### src/rtl/expr_string_gen.sv
// expr_string_gen: serializes a packed arithmetic expression (single-digit
// operands, '+'/'*' operators) as an ASCII character stream with a
// valid/ready handshake, one character per accepted beat.
// Optional macro EXPR_EVAL_EN adds an evaluator that reports the value of
// the expression, with '*' binding tighter than '+', once the last digit
// is accepted. When the macro is undefined, result/result_valid are tied
// to zero and no multiplier is built.
module expr_string_gen #(
  parameter int MAX_N = 8,
  parameter int RES_W = 32
) (
  input  logic                 clk,
  input  logic                 clr,
  input  logic                 start,
  input  logic [3:0]           len,
  input  logic [4*MAX_N-1:0]   digits,
  input  logic [MAX_N-2:0]     ops,
  output logic                 busy,
  output logic [7:0]           out,
  output logic                 out_valid,
  input  logic                 out_ready,
  output logic                 out_last,
  output logic                 err,
  output logic [RES_W-1:0]     result,
  output logic                 result_valid
);

  typedef enum logic [1:0] {IDLE, DIGIT, OP, DONE} state_t;

  state_t               state_q, state_d;
  logic [3:0]           idx_q, idx_d;
  logic [3:0]           lenm1_q, lenm1_d;
  logic [4*MAX_N-1:0]   dig_q, dig_d;   // shifts right as digits are consumed
  logic [MAX_N-2:0]     ops_q, ops_d;   // shifts right as operators are consumed
  logic                 busy_q, busy_d;
  logic [7:0]           out_q, out_d;
  logic                 out_valid_q, out_valid_d;
  logic                 out_last_q, out_last_d;
  logic                 err_q, err_d;
`ifdef EXPR_EVAL_EN
  logic                 mul_q, mul_d;   // operator preceding the current digit
  logic [RES_W-1:0]     sum_q, sum_d;
  logic [RES_W-1:0]     prod_q, prod_d;
  logic [RES_W-1:0]     result_q, result_d;
  logic                 result_valid_q, result_valid_d;
  logic [RES_W-1:0]     dv;
`endif

  logic hs;
  assign hs = out_valid_q & out_ready;

  // Illegal digits are sent as '0'.
  function automatic logic [7:0] dchar(input logic [3:0] d);
    return (d > 4'd9) ? 8'h30 : (8'h30 + {4'h0, d});
  endfunction

  // Next-state and next-output logic for the serializer FSM.
  always_comb begin
    state_d     = state_q;
    idx_d       = idx_q;
    lenm1_d     = lenm1_q;
    dig_d       = dig_q;
    ops_d       = ops_q;
    busy_d      = busy_q;
    out_d       = out_q;
    out_valid_d = out_valid_q;
    out_last_d  = out_last_q;
    err_d       = 1'b0;
`ifdef EXPR_EVAL_EN
    mul_d          = mul_q;
    sum_d          = sum_q;
    prod_d         = prod_q;
    result_d       = result_q;
    result_valid_d = 1'b0;
    dv             = RES_W'((dig_q[3:0] > 4'd9) ? 4'd0 : dig_q[3:0]);
`endif
    case (state_q)
      IDLE: begin
        if (start) begin
          if (len < 4'd2 || len > 4'(MAX_N)) begin
            err_d = 1'b1;
          end else begin
            state_d     = DIGIT;
            idx_d       = 4'd0;
            lenm1_d     = len - 4'd1;
            dig_d       = digits;
            ops_d       = ops;
            busy_d      = 1'b1;
            out_d       = dchar(digits[3:0]);
            out_valid_d = 1'b1;
            out_last_d  = 1'b0;
            err_d       = (digits[3:0] > 4'd9);
`ifdef EXPR_EVAL_EN
            mul_d    = 1'b0;
            sum_d    = '0;
            prod_d   = '0;
            result_d = '0;
`endif
          end
        end
      end
      DIGIT: begin
        if (hs) begin
`ifdef EXPR_EVAL_EN
          if (idx_q == 4'd0) begin
            prod_d = dv;
          end else if (mul_q) begin
            prod_d = prod_q * dv;
          end else begin
            sum_d  = sum_q + prod_q;
            prod_d = dv;
          end
`endif
          dig_d      = dig_q >> 4;
          out_last_d = 1'b0;
          if (idx_q == lenm1_q) begin
            state_d     = DONE;
            out_d       = 8'h00;
            out_valid_d = 1'b0;
`ifdef EXPR_EVAL_EN
            result_d       = sum_d + prod_d;
            result_valid_d = 1'b1;
`endif
          end else begin
            state_d = OP;
            out_d   = ops_q[0] ? 8'h2A : 8'h2B;
          end
        end
      end
      OP: begin
        if (hs) begin
`ifdef EXPR_EVAL_EN
          mul_d = ops_q[0];
`endif
          ops_d      = ops_q >> 1;
          idx_d      = idx_q + 4'd1;
          state_d    = DIGIT;
          out_d      = dchar(dig_q[3:0]);
          err_d      = (dig_q[3:0] > 4'd9);
          out_last_d = ((idx_q + 4'd1) == lenm1_q);
        end
      end
      DONE: begin
        state_d = IDLE;
        busy_d  = 1'b0;
      end
      default: state_d = IDLE;
    endcase
  end

  // State and registered outputs; clr clears everything immediately.
  always_ff @(posedge clk or posedge clr) begin
    if (clr) begin
      state_q     <= IDLE;
      idx_q       <= '0;
      lenm1_q     <= '0;
      dig_q       <= '0;
      ops_q       <= '0;
      busy_q      <= 1'b0;
      out_q       <= 8'h00;
      out_valid_q <= 1'b0;
      out_last_q  <= 1'b0;
      err_q       <= 1'b0;
`ifdef EXPR_EVAL_EN
      mul_q          <= 1'b0;
      sum_q          <= '0;
      prod_q         <= '0;
      result_q       <= '0;
      result_valid_q <= 1'b0;
`endif
    end else begin
      state_q     <= state_d;
      idx_q       <= idx_d;
      lenm1_q     <= lenm1_d;
      dig_q       <= dig_d;
      ops_q       <= ops_d;
      busy_q      <= busy_d;
      out_q       <= out_d;
      out_valid_q <= out_valid_d;
      out_last_q  <= out_last_d;
      err_q       <= err_d;
`ifdef EXPR_EVAL_EN
      mul_q          <= mul_d;
      sum_q          <= sum_d;
      prod_q         <= prod_d;
      result_q       <= result_d;
      result_valid_q <= result_valid_d;
`endif
    end
  end

  assign busy      = busy_q;
  assign out       = out_q;
  assign out_valid = out_valid_q;
  assign out_last  = out_last_q;
  assign err       = err_q;
`ifdef EXPR_EVAL_EN
  assign result       = result_q;
  assign result_valid = result_valid_q;
`else
  assign result       = {RES_W{1'b0}};
  assign result_valid = 1'b0;
`endif

endmodule

### config.mk
export PLATFORM = sky130hd
export DESIGN_NAME = expr_string_gen
export DESIGN_NICKNAME = d
export VERILOG_FILES = /design/src/rtl/expr_string_gen.sv
export SDC_FILE = /design/constraint.sdc
export NUM_CORES = 1
export LEC_CHECK = 0
export BUFFER_PORTS_ARGS = -buffer_cell sky130_fd_sc_hd__buf_2
export CORE_MARGIN = 2
export CORE_UTILIZATION = 53
export DETAILED_ROUTE_END_ITERATION = 12
export PLACE_DENSITY = 0.8
export RECOVER_POWER = 25
export SLEW_MARGIN = 20
export SYNTH_ARGS = -nofsm -noshare
export SYNTH_HDL_FRONTEND = slang
export SYNTH_SLANG_ARGS = --single-unit
### constraint.sdc
create_clock -name clk -period 2.8 [get_ports clk]
set_clock_uncertainty 0.1 [all_clocks]
set_input_delay 0.28 -clock clk [delete_from_list [all_inputs] [get_ports clk]]
set_output_delay 0.28 -clock clk [all_outputs]
set_load 0.01 [all_outputs]
==> qor.json <==
{
  "status": {
    "run_status": "finished clean"
  },
  "drt": {
    "initialDrtViolationCount": 160,
    "remaining_drc_errors": 0,
    "routed_wirelength_um": 6330,
    "wire_per_inst_um": 14.3,
    "total_iterations_of_the_first_detailed_routing_run": 4,
    "num_vias": 2372,
    "route.antenna.remaining_nets": 0,
    "detail_route.vias_per_cell": 5.37
  },
  "sta": {
    "final_min_period_over_clock_period_pct": 85.9,
    "endpoints_failing_setup": 0,
    "tightest_slew_ns": 1.20,
    "final.setup.worst_slack_ns": 0.394,
    "final_period_minus_worst_setup_slack_ns": 2.41,
    "setup_repair_after_global_routing_missed_its_margin": "false",
    "timing.setup.tns_ns": 0,
    "timing.max_slew.rel_slack_pct": 19.8,
    "report.final.hold_viol_count": 0,
    "pins_over_slew_limit": 0,
    "maxClockFrequency_mhz": 416
  },
  "floorplan": {
    "height_of_the_die_um": 84.7,
    "rows": 29,
    "fp.dieArea_um2": 7170,
    "die_x_um": 84.7,
    "io_pins": 92,
    "start_util_pct": 54.6,
    "core_region_area_um2": 6310
  },
  "yosys": {
    "synth_flop_cell": "dfrtp_1",
    "synth_area_per_cell_um2": 11.5,
    "synth.top_cell.area_share_pct": 42.8,
    "synth.yosys.warnings": 0,
    "synth.area.top_cells": "dfrtp_1 (43%), mux2_2 (13%), mux2_1 (9.8%)",
    "netlist_area_um2": 3450,
    "number_of_instances_in_the_synthesized_netlist": 300,
    "synth-seq-area-share_pct": 42.8,
    "ys_types": 52,
    "async_reset_ff_share_pct": 100,
    "post-synth-top-area-cell": "dfrtp_1",
    "synth_enable_flop_cells": 0,
    "ys_seq_elements": 59
  },
  "final_layout": {
    "final_cell_mix": "dfrtp_1 (59), buf_2 (56), mux2_2 (41)",
    "num-nets-final": 414,
    "area_growth_from_synthesis_to_layout_pct": 12.0,
    "num-fill-cells": 516,
    "final_util_pct": 61.2,
    "layout-drive-gt1-share_pct": 34.2,
    "count_of_antenna_diodes_in_the_layout": 0,
    "layout_commonest_cell": "dfrtp_1"
  },
  "placement": {
    "dp_slack_ns": 0.314,
    "place_congestion": 0.821,
    "port-buffer-count": 56,
    "hpwlAfterDp_um": 4640
  },
  "clock_tree": {
    "clock_tree.buffer_depth": 2,
    "cts-root-buf": "clkbuf_8",
    "cts_hold_buf": 1,
    "clk_sink_count": 59,
    "cts_inserted_buffers": 9,
    "clk_transition_reported_paths_ns": 0.06,
    "postCtsResizedCells": 0,
    "cts.repair_timing.setup_buffer_count": 0,
    "clock_latency_ns": 0.33,
    "cts_tree": "yes",
    "htree_levels": 3
  },
  "critical_path": {
    "launching_point_of_the_worst_reg2reg_path": "state_q[1]",
    "crit_path_cell_trace": "inv_1 > ha_1 > mux2i_1 > nor2_8 > mux2_1",
    "critPathCaptureType": "flop",
    "worst-path-buf-inv": 1,
    "worst-r2r-setup-slack_ns": 0.39,
    "timing.rr.end": "dig_q[2]",
    "timing.critical_path.from_type": "flop",
    "cp_top_family": "multiplexers",
    "critical_path_class": "reg2reg",
    "max_stage_delay_ns": 0.70,
    "worstSetupStartpoint": "state_q[1]",
    "cp_slowest_cell": "mux2i_1",
    "crit_fanout": 28,
    "cp.arrival_ns": 2.51,
    "r2r.worst_path.cells": 5,
    "required_time_of_the_critical_path_ns": 2.91
  },
  "global_route": {
    "grt_first_pass_wirelength_um": 10400,
    "global_route.usage.total_pct": 18.3,
    "number_of_antenna_violations_at_the_first_check_in_global_routing": 0,
    "gr-total-overflow": 0,
    "grt_pass1_vias": 2213,
    "maximum_number_of_pins_on_one_net_before_global_route_repair": 37
  },
  "hold_path": {
    "min_delay_worst_endpoint": "lenm1_q[0]",
    "timing.hold.worst.class": "in2reg",
    "whs_path_depth": 2,
    "worst_hold_startpoint": "len[0]"
  },
  "run": {
    "max_cap_violations": 0
  },
  "power": {
    "p_leak_nw": 1.84,
    "power_density_over_the_cells_nw_per_um2": 1100,
    "ir_worst_vdd_uv": 463
  }
}
==> worst register-to-register path, stage by stage, from the launching register on <==
cell     delay, ns
dfrtp_1       0.41
inv_1         0.12
ha_1          0.34
mux2i_1       0.70
nor2_8        0.21
mux2_1        0.40
==> cell usage after synthesis, types with 2 or more instances <==
cell type	n
nand3_1	4
a221o_1	4
xnor2_1	3
nor2b_1	3
nor2_1	9
o21ai_0	11
buf_6	3
xor2_1	5
ha_1	7
a31oi_1	2
clkbuf_1	8
nand4_1	2
mux2i_1	2
a21oi_1	14
mux2_1	30
mux2_2	41
inv_1	11
and3_1	2
buf_2	2
and2_1	2
dfrtp_1	59
buf_4	35
nand2_1	10
o41ai_1	3
==> cells by family after synthesis <==
family	after synthesis	share of synthesized area (%)
fa+ha+maj	7	2.54
compound gates	51	11.1
xor+xnor	8	2.03
simple gates	41	6.60
flops	59	42.8
other cells	1	0.109
buf+inv	60	11.1
mux	73	23.8
==> report_power, final <==
group          switching (mW)  total (mW)  internal [mW]
clock network           0.330       0.760          0.430
logic                    1.00        1.99          0.987
registers               0.244        1.52           1.27
total                    1.57        4.26           2.69
==> how the worst max path moves through the flow <==
stage                     slack [ns]         to  cells past startpoint
after floorplan                 0.50   dig_q[0]                      7
after global placement          0.37  dig_q[22]                      5
after detailed placement        0.31  dig_q[23]                      5
after CTS                       0.40   dig_q[2]                      5
after global routing            0.24   dig_q[2]                      5
final                           0.39   dig_q[2]                      5
==> state kept, by name, indices dropped and copies added (netlist names) <==
name / count
busy: 1
out: 6
err: 1
lenm1_q: 4
out_last: 1
state_q: 2
idx_q: 4
dig_q: 32
ops_q: 7
out_valid: 1
==> through the flow <==
step | power (mW) | std cells | hold slack, ns | cell area (µm²)
2_1_floorplan | 3.14 | 334 | 0.265 | 3580
3_3_place_gp | 3.45 | 425 | 0.244 | 3670
3_5_place_dp | 3.52 | 425 | 0.245 | 3670
4_1_cts | 4.30 | 442 | 0.0424 | 3870
5_1_grt | 4.59 | 442 | 0.0625 | 3860
6_report | 4.26 | 442 | 0.0496 | 3860
==> cell type report <==
class                      count  area (µm²)  area share, %
clock buffer                  11         141           3.66
clock inverter                 5        52.6           1.36
inverter                      11        41.3           1.07
multi-input combinational    215        1720           44.5
sequential                    59        1480           38.2
tap                           77        96.3           2.49
timing repair buffer          64         337           8.71
==> per-layer routing <==
layer | vias up | GRT usage, % | share of wire [%]
met5 | - | 0 | 0
met4 | 0 | 8.23 | 2.4
met3 | 13 | 4.92 | 6.8
met2 | 101 | 27.0 | 45
met1 | 1139 | 25.2 | 46
li1 | 1119 | - | -
No activity file was read; power rests on OpenSTA's default activity.
